`src/rtl/mem_pkg.sv`:
```
// Shared encodings for the memory-stage load/store controller.
// Pure definitions: no latency, no backpressure.
package mem_pkg;

    typedef enum logic [1:0] {
        ST_IDLE = 2'd0,
        ST_REQ  = 2'd1,
        ST_RESP = 2'd2,
        ST_DONE = 2'd3
    } state_t;

    localparam logic [1:0] MW_NONE = 2'b00;
    localparam logic [1:0] MW_SW   = 2'b01;
    localparam logic [1:0] MW_SB   = 2'b10;
    localparam logic [1:0] MW_SH   = 2'b11;

    localparam logic [2:0] F3_LB  = 3'b000;
    localparam logic [2:0] F3_LH  = 3'b001;
    localparam logic [2:0] F3_LW  = 3'b010;
    localparam logic [2:0] F3_LBU = 3'b100;
    localparam logic [2:0] F3_LHU = 3'b101;

    localparam logic [1:0] RS_MEM = 2'b01;

endpackage

```
`src/rtl/load_extend.sv`:
```
// Picks the addressed byte/half lane of a load word and sign- or zero-extends it.
// Purely combinational, zero latency; no backpressure.
module load_extend
    import mem_pkg::*;
(
    input  logic [31:0] rdata,
    input  logic [1:0]  lane,
    input  logic [2:0]  funct3,
    output logic [31:0] ext
);

    logic [7:0]  byte_sel;
    logic [15:0] half_sel;

    always_comb begin
        case (lane)
            2'd0:    byte_sel = rdata[7:0];
            2'd1:    byte_sel = rdata[15:8];
            2'd2:    byte_sel = rdata[23:16];
            default: byte_sel = rdata[31:24];
        endcase
        half_sel = lane[1] ? rdata[31:16] : rdata[15:0];

        case (funct3)
            F3_LB:   ext = {{24{byte_sel[7]}}, byte_sel};
            F3_LH:   ext = {{16{half_sel[15]}}, half_sel};
            F3_LBU:  ext = {24'd0, byte_sel};
            F3_LHU:  ext = {16'd0, half_sel};
            default: ext = rdata;
        endcase
    end

endmodule

```
`src/rtl/mem_access_ctrl.sv`:
```
// Memory-stage load/store controller: one bus transaction per instruction, stalls M until done.
// Store 3 cycles, load 4+ cycles in M; request held stable while mem_req_ready is low.
module mem_access_ctrl
    import mem_pkg::*;
#(
    parameter int DATA_WIDTH = 32
) (
    input  logic                  clk,
    input  logic                  rst_n,
    input  logic                  RegWriteM,
    input  logic [1:0]            ResultSrcM,
    input  logic [1:0]            MemWriteM,
    input  logic [2:0]            Funct3M,
    input  logic [DATA_WIDTH-1:0] ALUResultM,
    input  logic [DATA_WIDTH-1:0] WriteDataM,
    output logic                  mem_req_valid,
    input  logic                  mem_req_ready,
    output logic                  mem_we,
    output logic [DATA_WIDTH-1:0] mem_addr,
    output logic [DATA_WIDTH-1:0] mem_wdata,
    output logic [3:0]            mem_be,
    input  logic                  mem_rsp_valid,
    input  logic [DATA_WIDTH-1:0] mem_rdata,
    output logic                  StallM,
    output logic [DATA_WIDTH-1:0] ReadDataM,
    output logic                  RegWriteOutM,
    output logic                  MisalignM
);

    state_t                state_q, state_d;
    logic                  mem_we_q, mem_we_d;
    logic [DATA_WIDTH-1:0] mem_addr_q, mem_addr_d;
    logic [DATA_WIDTH-1:0] mem_wdata_q, mem_wdata_d;
    logic [3:0]            mem_be_q, mem_be_d;
    logic [2:0]            funct3_q, funct3_d;
    logic [1:0]            lane_q, lane_d;
    logic [DATA_WIDTH-1:0] rdata_q, rdata_d;
    logic                  misalign_q, misalign_d;

    logic                  is_store, is_load, pending, misalign;
    logic [3:0]            st_be;
    logic [DATA_WIDTH-1:0] st_wdata;
    logic [DATA_WIDTH-1:0] load_ext;

    load_extend u_load_extend (
        .rdata  (mem_rdata),
        .lane   (lane_q),
        .funct3 (funct3_q),
        .ext    (load_ext)
    );

    // A store indication overrides a simultaneous load indication.
    always_comb begin
        is_store = (MemWriteM != MW_NONE);
        is_load  = !is_store && (ResultSrcM == RS_MEM);
        pending  = is_store || is_load;

        misalign = 1'b0;
        case (MemWriteM)
            MW_SW:   misalign = |ALUResultM[1:0];
            MW_SH:   misalign = ALUResultM[0];
            MW_SB:   misalign = 1'b0;
            default: begin
                if (is_load) begin
                    case (Funct3M)
                        F3_LW:        misalign = |ALUResultM[1:0];
                        F3_LH, F3_LHU: misalign = ALUResultM[0];
                        default:      misalign = 1'b0;
                    endcase
                end
            end
        endcase

        case (MemWriteM)
            MW_SB: begin
                st_be    = 4'b0001 << ALUResultM[1:0];
                st_wdata = {4{WriteDataM[7:0]}};
            end
            MW_SH: begin
                st_be    = ALUResultM[1] ? 4'b1100 : 4'b0011;
                st_wdata = {2{WriteDataM[15:0]}};
            end
            MW_SW: begin
                st_be    = 4'b1111;
                st_wdata = WriteDataM;
            end
            default: begin
                st_be    = 4'b1111;
                st_wdata = '0;
            end
        endcase
    end

    always_comb begin
        state_d     = state_q;
        mem_we_d    = mem_we_q;
        mem_addr_d  = mem_addr_q;
        mem_wdata_d = mem_wdata_q;
        mem_be_d    = mem_be_q;
        funct3_d    = funct3_q;
        lane_d      = lane_q;
        rdata_d     = rdata_q;
        misalign_d  = 1'b0;

        case (state_q)
            ST_IDLE: begin
                if (pending) begin
                    if (misalign) begin
                        misalign_d = 1'b1;
                        rdata_d    = '0;
                        state_d    = ST_DONE;
                    end else begin
                        mem_we_d    = is_store;
                        mem_addr_d  = {ALUResultM[DATA_WIDTH-1:2], 2'b00};
                        mem_wdata_d = st_wdata;
                        mem_be_d    = st_be;
                        funct3_d    = Funct3M;
                        lane_d      = ALUResultM[1:0];
                        state_d     = ST_REQ;
                    end
                end
            end
            ST_REQ: begin
                if (mem_req_ready) begin
                    state_d = mem_we_q ? ST_DONE : ST_RESP;
                end
            end
            ST_RESP: begin
                if (mem_rsp_valid) begin
                    rdata_d = load_ext;
                    state_d = ST_DONE;
                end
            end
            default: state_d = ST_IDLE;
        endcase
    end

    always_ff @(posedge clk or negedge rst_n) begin
        if (!rst_n) begin
            state_q     <= ST_IDLE;
            mem_we_q    <= 1'b0;
            mem_addr_q  <= '0;
            mem_wdata_q <= '0;
            mem_be_q    <= '0;
            funct3_q    <= '0;
            lane_q      <= '0;
            rdata_q     <= '0;
            misalign_q  <= 1'b0;
        end else begin
            state_q     <= state_d;
            mem_we_q    <= mem_we_d;
            mem_addr_q  <= mem_addr_d;
            mem_wdata_q <= mem_wdata_d;
            mem_be_q    <= mem_be_d;
            funct3_q    <= funct3_d;
            lane_q      <= lane_d;
            rdata_q     <= rdata_d;
            misalign_q  <= misalign_d;
        end
    end

    assign mem_req_valid = (state_q == ST_REQ);
    assign mem_we        = mem_we_q;
    assign mem_addr      = mem_addr_q;
    assign mem_wdata     = mem_wdata_q;
    assign mem_be        = mem_be_q;
    assign ReadDataM     = rdata_q;
    assign MisalignM     = misalign_q;
    assign RegWriteOutM  = RegWriteM && !misalign_q;
    // Forced low under reset so the pipeline is not frozen by a pending access.
    assign StallM        = rst_n && ((state_q == ST_REQ) || (state_q == ST_RESP) ||
                                     ((state_q == ST_IDLE) && pending));

endmodule
```
`config.mk`:
```
export PLATFORM = sky130hd
export DESIGN_NAME = mem_access_ctrl
export DESIGN_NICKNAME = d
export VERILOG_FILES = /design/src/rtl/mem_pkg.sv /design/src/rtl/load_extend.sv /design/src/rtl/mem_access_ctrl.sv
export SDC_FILE = /design/constraint.sdc
export NUM_CORES = 1
export LEC_CHECK = 0
export CORE_ASPECT_RATIO = 1.25
export CORE_MARGIN = 3
export CORE_UTILIZATION = 44
export DETAILED_ROUTE_END_ITERATION = 6
export GPL_TIMING_DRIVEN = 0
export PLACE_DENSITY = 0.83
export SLEW_MARGIN = 20
export SYNTH_ARGS = -nofsm -noshare
export SYNTH_HDL_FRONTEND = slang
export SYNTH_SLANG_ARGS = --single-unit
```
`constraint.sdc`:
```
create_clock -name clk -period 2.33 [get_ports clk]
set_input_delay 0.3495 -clock clk [delete_from_list [all_inputs] [get_ports clk]]
set_output_delay 0.3495 -clock clk [all_outputs]
set_load 0.05 [all_outputs]
```
# After elaboration in Yosys (flattened, before gate mapping)
# Index checks and enable logic that the tools add are counted.
[classes]
eq_ne = 18
shifts = 1
muxes = 22
bitwise = 1
reduce_logical = 19
[ops]
columns = ["cell", "count"]
rows = [
  ["$pmux W32 S4", 1],
  ["$mux W32", 3],
  ["$pmux W32 S3", 1],
  ["$pmux W32 S2", 1],
  ["$pmux W8 S3", 1],
  ["$mux W16", 1],
  ["$eq A3 B3 Y1 const B", 3],
  ["$eq A2 B1 Y1 const B", 4],
  ["$eq A2 B2 Y1 const B", 4],
  ["$mux W2", 4],
  ["$pmux W4 S2", 1],
  ["$eq A3 B1 Y1 const B", 2],
  ["$ne A2 B2 Y1 const B", 3],
  ["$pmux W2 S3", 1],
  ["$reduce_and A3 Y1", 2],
  ["$mux W1", 5],
  ["$logic_and A1 B1 Y1", 4],
  ["$logic_not A2 Y1", 2],
  ["$mux W4", 1],
  ["$reduce_and A4 Y1", 1],
  ["$reduce_bool A2 Y1", 2],
  ["$reduce_or A2 Y1", 2],
  ["$shl A1 B2 Y4 const A", 1],
  ["$eq A3 B2 Y1 const B", 1],
  ["other kinds (7)", 10],
]
[totals]
register_bits = 107
in_bits = 108
wordCells = 70

# Depth between registers and ports, before layout
[depth]
word_depth = 8
depth_mapped = 8

# Hierarchy
# A second synthesis with hierarchy kept.
[unflattened]
hier_cells = 525
hier_area_um2 = 5437.7
[modules_own_cells]
columns = ["module", "instances", "cells_per_inst", "area_each_um2", "seq_area_each_um2"]
rows = [
  ["mem_access_ctrl", 1, 394, 4714.5, 2677.6],
  ["load_extend", 1, 131, 723.2, 0.0],
]

# Worst setup path after synthesis
# Ideal clock, no wire load.
[synth_path]
kind = "input-to-reg"
from = "in MemWriteM[0]"
to = "reg rdata_q[10], in the netlist ReadDataM[10]"
setup_ns = 0.128
t_arrival_ns = 1.736
path_slack_ns = 0.466
path_stages = 7
n_path_buf = 2
path_cell_list = "buf_2 > or2_4 > o32ai_4 > o31ai_2 > nand2_2 > buf_6 > mux2_1"
[synth_between]
elab_chain_cells = 7
elab_cells_between_ends = 12
classes_between = "5 x eq/ne; 2 x mux; 5 x reduce/logical"
[synth_rtl]
columns = ["element", "line_no", "source"]
rows = [
  ["from (decl)", "mem_access_ctrl.sv:12", "input logic [1:0] MemWriteM,"],
  ["$reduce_bool A2 Y1", "mem_access_ctrl.sv:54", "is_store = (MemWriteM != MW_NONE);"],
  ["$logic_not A1 Y1", "mem_access_ctrl.sv:55", "is_load = !is_store && (ResultSrcM == RS_MEM);"],
  ["$logic_and A1 B1 Y1", "mem_access_ctrl.sv:55", ""],
  ["$mux W1", "mem_access_ctrl.sv:64", "if (is_load) begin"],
  ["$pmux W1 S3", "mem_access_ctrl.sv:59", "case (MemWriteM)"],
  ["$ne A2 B2 Y1 (no line)", "n/a", ""],
  ["$reduce_and A4 Y1 (no line) (*)", "n/a", ""],
  ["to (signal assigned)", "mem_access_ctrl.sv:157", "rdata_q <= rdata_d;"],
  ["to (decl)", "mem_access_ctrl.sv:37", "logic [DATA_WIDTH-1:0] rdata_q, rdata_d;"],
]
# Every way passes the cells marked *; elsewhere a longest branch is shown, timed or not.
# A chain may end at the register's enable or synchronous reset.

# Worst setup path after layout
[layout_path]
from = "reg state_q[1]"
to = "out mem_req_valid"
[layout_between]
elab_chain_cells = 1
[layout_rtl]
columns = ["element", "line_no", "source"]
rows = [
  ["from (decl)", "mem_access_ctrl.sv:30", "state_t state_q, state_d;"],
  ["from (signal assigned)", "mem_access_ctrl.sv:150", "state_q <= state_d;"],
  ["$eq A2 B1 Y1", "mem_access_ctrl.sv:162", "assign mem_req_valid = (state_q == ST_REQ);"],
  ["to (decl)", "mem_access_ctrl.sv:16", "output logic mem_req_valid,"],
]
# No other way between the ends.

==> flow_summary.html <==
<table>
<tr><th>Metric</th><th>Value</th></tr>
<tr><th colspan="2">Status</th></tr>
<tr><td>Outcome</td><td>finished clean</td></tr>
<tr><th colspan="2">Yosys</th></tr>
<tr><td>Library cells used by synthesis</td><td>46</td></tr>
<tr><td>Mean area per synthesized cell</td><td>11.5 µm²</td></tr>
<tr><td>Synth Instances</td><td>469</td></tr>
<tr><td>Register area share after synthesis</td><td>49.7%</td></tr>
<tr><td>Number of enable-type register cells in the synthesized netlist</td><td>0</td></tr>
<tr><td>Number of warnings printed during yosys synthesis</td><td>0</td></tr>
<tr><td>Cell area after technology mapping</td><td>5390 µm²</td></tr>
<tr><td>Register bit count reported by yosys</td><td>107</td></tr>
<tr><td>FFs w/ async S/R, synth</td><td>100%</td></tr>
<tr><td>Dominant synthesized flop cell</td><td>sky130_fd_sc_hd__dfrtp_1</td></tr>
<tr><th colspan="2">Placement</th></tr>
<tr><td>Placed instance area</td><td>7720 µm²</td></tr>
<tr><td>Placed cells</td><td>841</td></tr>
<tr><td>Placer's final routability congestion estimate</td><td>0.958</td></tr>
<tr><td>Dpl hpwl</td><td>12.7 mm</td></tr>
<tr><td>Number of I/O port buffers</td><td>209</td></tr>
<tr><th colspan="2">Timing</th></tr>
<tr><td>Fmax</td><td>445 MHz</td></tr>
<tr><td>Unrepaired setup endpoints after global routing</td><td>no</td></tr>
<tr><td>Worst slew margin relative to its limit</td><td>58.9%</td></tr>
<tr><td>Post-Route Skew</td><td>10.3 ps</td></tr>
<tr><td>Share of the cycle needed by the critical path after routing</td><td>96.4%</td></tr>
<tr><td>Final number of max-transition violations</td><td>0</td></tr>
<tr><td>Slew at the pin closest to its max-slew limit</td><td>616 ps</td></tr>
<tr><td>Finish-stage setup viols</td><td>0</td></tr>
<tr><td>Clock period minus worst slack</td><td>2250 ps</td></tr>
<tr><td>Final hold vios</td><td>0</td></tr>
<tr><th colspan="2">Power</th></tr>
<tr><td>Switch share</td><td>48.3%</td></tr>
<tr><td>Leak Pwr</td><td>3.56 nW</td></tr>
<tr><td>Combinational cell fraction of total power</td><td>62.8%</td></tr>
<tr><td>Switch Pwr</td><td>6.16 mW</td></tr>
<tr><td>Fraction of power consumed by sequential logic</td><td>25.3%</td></tr>
<tr><td>VDD IR-drop max</td><td>0.984 mV</td></tr>
<tr><td>Power Density</td><td>1580 nW/µm²</td></tr>
<tr><td>Clock power frac</td><td>11.9%</td></tr>
<tr><td>Internal power summed over all cells</td><td>6.61 mW</td></tr>
<tr><th colspan="2">CTS</th></tr>
<tr><td>Insertion delay of the later-clocked pin in the worst-skew pair</td><td>350 ps</td></tr>
<tr><td>H-tree depth reported by CTS</td><td>3</td></tr>
<tr><td>Clk pin slew, worst setup/hold paths</td><td>70 ps</td></tr>
<tr><td>Number of buffers created by CTS</td><td>9</td></tr>
<tr><td>Clock sink count</td><td>107</td></tr>
<tr><td>Clock tree buffer depth</td><td>2</td></tr>
<tr><td>CTS tree</td><td>built</td></tr>
<tr><td>Clock tree root driver cell</td><td>sky130_fd_sc_hd__clkbuf_16</td></tr>
<tr><td>Buffer count from post-CTS setup fixing</td><td>0</td></tr>
<tr><th colspan="2">Detailed routing</th></tr>
<tr><td>Number of remaining DRC errors</td><td>0</td></tr>
<tr><td>Routed Antenna Nets</td><td>0</td></tr>
<tr><td>Post-detailed-route via-to-cell ratio</td><td>5.39</td></tr>
<tr><td>WL final</td><td>16.9 mm</td></tr>
<tr><td>WL per Instance</td><td>19.7 µm</td></tr>
<tr><td>Total via count after detailed routing</td><td>4633</td></tr>
<tr><td>DRT iter0 DRCs</td><td>206</td></tr>
<tr><td>Router iterations before antenna repair</td><td>4</td></tr>
<tr><th colspan="2">Finish</th></tr>
<tr><td>Commonest non-fill, non-tap cell in the layout</td><td>sky130_fd_sc_hd__clkdlybuf4s50_1</td></tr>
<tr><td>Total number of nets in the final design</td><td>806</td></tr>
<tr><td>Filler instances</td><td>935</td></tr>
<tr><td>Growth of design area from synthesis to finish</td><td>49.8%</td></tr>
<tr><td>Combined flip-flop and latch cell area</td><td>2680 µm²</td></tr>
<tr><td>Multi-input gate area in the final layout</td><td>2480 µm²</td></tr>
<tr><td>Antenna cells</td><td>0</td></tr>
<tr><td>Top library cells by usage in the layout, fill and taps aside</td><td>206 x sky130_fd_sc_hd__clkdlybuf4s50_1, 107 x sky130_fd_sc_hd__dfrtp_1, 48 x sky130_fd_sc_hd__o21ai_0, 37 x sky130_fd_sc_hd__mux2_4, 36 x sky130_fd_sc_hd__nand2_1</td></tr>
<tr><td>Final standard cell area without fillers</td><td>8070 µm²</td></tr>
<tr><td>Final Core Density</td><td>68.5%</td></tr>
<tr><td>Share of final-layout standard cells stronger than drive strength 1</td><td>15.6%</td></tr>
<tr><td>Final Instance Count excl. Fillers</td><td>860</td></tr>
<tr><th colspan="2">Die</th></tr>
<tr><td>Area of the core</td><td>11800 µm²</td></tr>
<tr><td>Starting density of the core</td><td>45.8%</td></tr>
<tr><td>Die Height</td><td>130 µm</td></tr>
<tr><td># rows</td><td>44</td></tr>
<tr><td>Die ar.</td><td>13600 µm²</td></tr>
<tr><td>Top-level port count</td><td>213</td></tr>
<tr><td>Horiz. Die Dim</td><td>105 µm</td></tr>
<tr><th colspan="2">Setup path</th></tr>
<tr><td>Max stage delay cell, worst path</td><td>sky130_fd_sc_hd__clkdlybuf4s50_1</td></tr>
<tr><td>Data required time at the worst endpoint</td><td>1980 ps</td></tr>
<tr><td>Slowest cell delay on critical path</td><td>830 ps</td></tr>
<tr><td>CP startpoint kind</td><td>flip-flop</td></tr>
<tr><td>Cell-by-cell trace of the critical path</td><td>inv_1 &gt; ha_1 &gt; clkdlybuf4s50_1</td></tr>
<tr><td>Worst-case register-to-register setup slack</td><td>320 ps</td></tr>
<tr><td>Arrival time of the worst setup path</td><td>1900 ps</td></tr>
<tr><td>Max Fanout on Critical Path</td><td>4</td></tr>
<tr><td>Endpoint type of the worst setup path</td><td>primary output</td></tr>
<tr><td>Path type of the worst setup path</td><td>flip-flop to primary output</td></tr>
<tr><th colspan="2">GRT</th></tr>
<tr><td>Via count of the first global-routing pass</td><td>4896</td></tr>
<tr><td>GRT overflow</td><td>0</td></tr>
<tr><td>Initial antenna violation count</td><td>0</td></tr>
<tr><td>Pin count of the biggest net entering global routing</td><td>85</td></tr>
<tr><td>Global-route total usage across every layer</td><td>24.9%</td></tr>
<tr><td>First-pass GRT wire length</td><td>26.6 mm</td></tr>
<tr><th colspan="2">Worst hold path</th></tr>
<tr><td>Classification of the worst-slack hold path</td><td>flip-flop to flip-flop</td></tr>
<tr><th colspan="2">Run</th></tr>
<tr><td>Count of maximum capacitance violations</td><td>0</td></tr>
</table>
## critical path, delay by kind of cell (launching register included)
| kind | cells | cell delay [ps] |
|---|---|---|
| adder cells (fa/ha/maj) | 1 | 200 |
| buffers and inverters | 2 | 930 |
| flip-flops | 1 | 420 |
## metrics by stage
| step | TNS, ps | worst slack, ps | hold slack (ps) | power [mW] |
|---|---|---|---|---|
| after floorplan | 0 | 466 | 53.9 | 8.59 |
| after global placement | -342460 | -3500 | 465 | 11.1 |
| after detailed placement | -12010 | -293 | 231 | 11.3 |
| after CTS | 0 | 17.1 | 487 | 12.8 |
| after global routing | 0 | 20.1 | 508 | 13.4 |
| final | 0 | 84.5 | 485 | 12.8 |
## power groups by stage
stage | clock network [mW] | registers (mW) | logic, mW
after global placement | 0 | 3.20 | 7.90
after CTS | 1.54 | 3.23 | 8.04
final | 1.52 | 3.23 | 8.02
after global routing | 1.63 | 3.33 | 8.44
after detailed placement | 0 | 3.24 | 8.02
after floorplan | 0 | 5.88 | 2.71
## synthesized netlist by cell type (6+ instances only)
cell type                  number  share of area (%)
sky130_fd_sc_hd__a211oi_1       6               0.84
sky130_fd_sc_hd__a21oi_1       25                2.3
sky130_fd_sc_hd__a22o_1         8                1.3
sky130_fd_sc_hd__a22oi_1       26                3.6
sky130_fd_sc_hd__and2_1         7               0.81
sky130_fd_sc_hd__buf_6          8                1.7
sky130_fd_sc_hd__clkbuf_1      15                1.0
sky130_fd_sc_hd__dfrtp_1      107                 50
sky130_fd_sc_hd__inv_1         13               0.91
sky130_fd_sc_hd__mux2_1        16                3.3
sky130_fd_sc_hd__mux2_2        21                4.4
sky130_fd_sc_hd__mux2_4        37                 10
sky130_fd_sc_hd__mux2i_1        6                1.1
sky130_fd_sc_hd__nand2_1       36                2.5
sky130_fd_sc_hd__nor2_1        25                1.7
sky130_fd_sc_hd__nor2b_1        8               0.93
sky130_fd_sc_hd__o21ai_0       48                4.5
sky130_fd_sc_hd__o31ai_1        6               0.84
## registers in the layout, summed over array words and instances (netlist names), 2 cells and up
name	cells
ReadDataM	32
mem_wdata	32
funct3_q	3
mem_be	4
lane_q	2
mem_addr	30
state_q	2
## final timing paths
kind | start | endpoint | depth (start not counted)
min reg2reg | mem_be[2]$_DFFE_PN0P_ | mem_be[2]$_DFFE_PN0P_ | 1
max | state_q[1]$_DFFE_PN0P_ | mem_req_valid | 3
min in group asynchronous | rst_n | ReadDataM[11]$_DFFE_PN0P_ | 3
max reg2reg | state_q[0]$_DFFE_PN0P_ | ReadDataM[31]$_DFFE_PN0P_ | 8
max in group asynchronous | rst_n | funct3_q[2]$_DFFE_PN0P_ | 3
min | mem_be[2]$_DFFE_PN0P_ | mem_be[2]$_DFFE_PN0P_ | 1
## kinds of logic (layout without fill, tap and decap cells)
logic type / Yosys count / in the layout / share of synthesized area (%)
multiplexers: 81 / 81 / 19.6
buffers and inverters: 46 / 275 / 4.64
AO/OA/AOI/OAI: 142 / 142 / 17.4
AND/OR/NAND/NOR: 88 / 88 / 7.68
flip-flops: 107 / 107 / 49.7
adder cells (fa/ha/maj): 4 / 4 / 0.929
other: 1 / 2 / 0.0696
## timing repair
item | in CTS | in global routing
hold buffers | 2 | 0
cloned | 0 | 1
setup endpoints to repair | 1 | 14
endpoints found under the hold margin | 24 | 0
resized for setup | 3 | 5
pin swaps | 0 | 0
## area by class of cell
class	instances	share of cell area (%)
multi-input combinational	317	30.7
clock buffer	12	2.93
inverter	13	0.604
tap	161	2.49
sequential	107	33.2
buffer	33	2.51
timing repair buffer	213	27.0
clock inverter	4	0.635
## routing by layer
metal  up-vias  wire length, µm  GRT usage (%)
met2       208             8550           42.1
met3        34             1220           6.68
met5         -                0              0
met1      2255             6720           30.8
li1       2136                -              -
met4         0              435           9.27
Note: power is estimated with default switching activity, not from simulation.
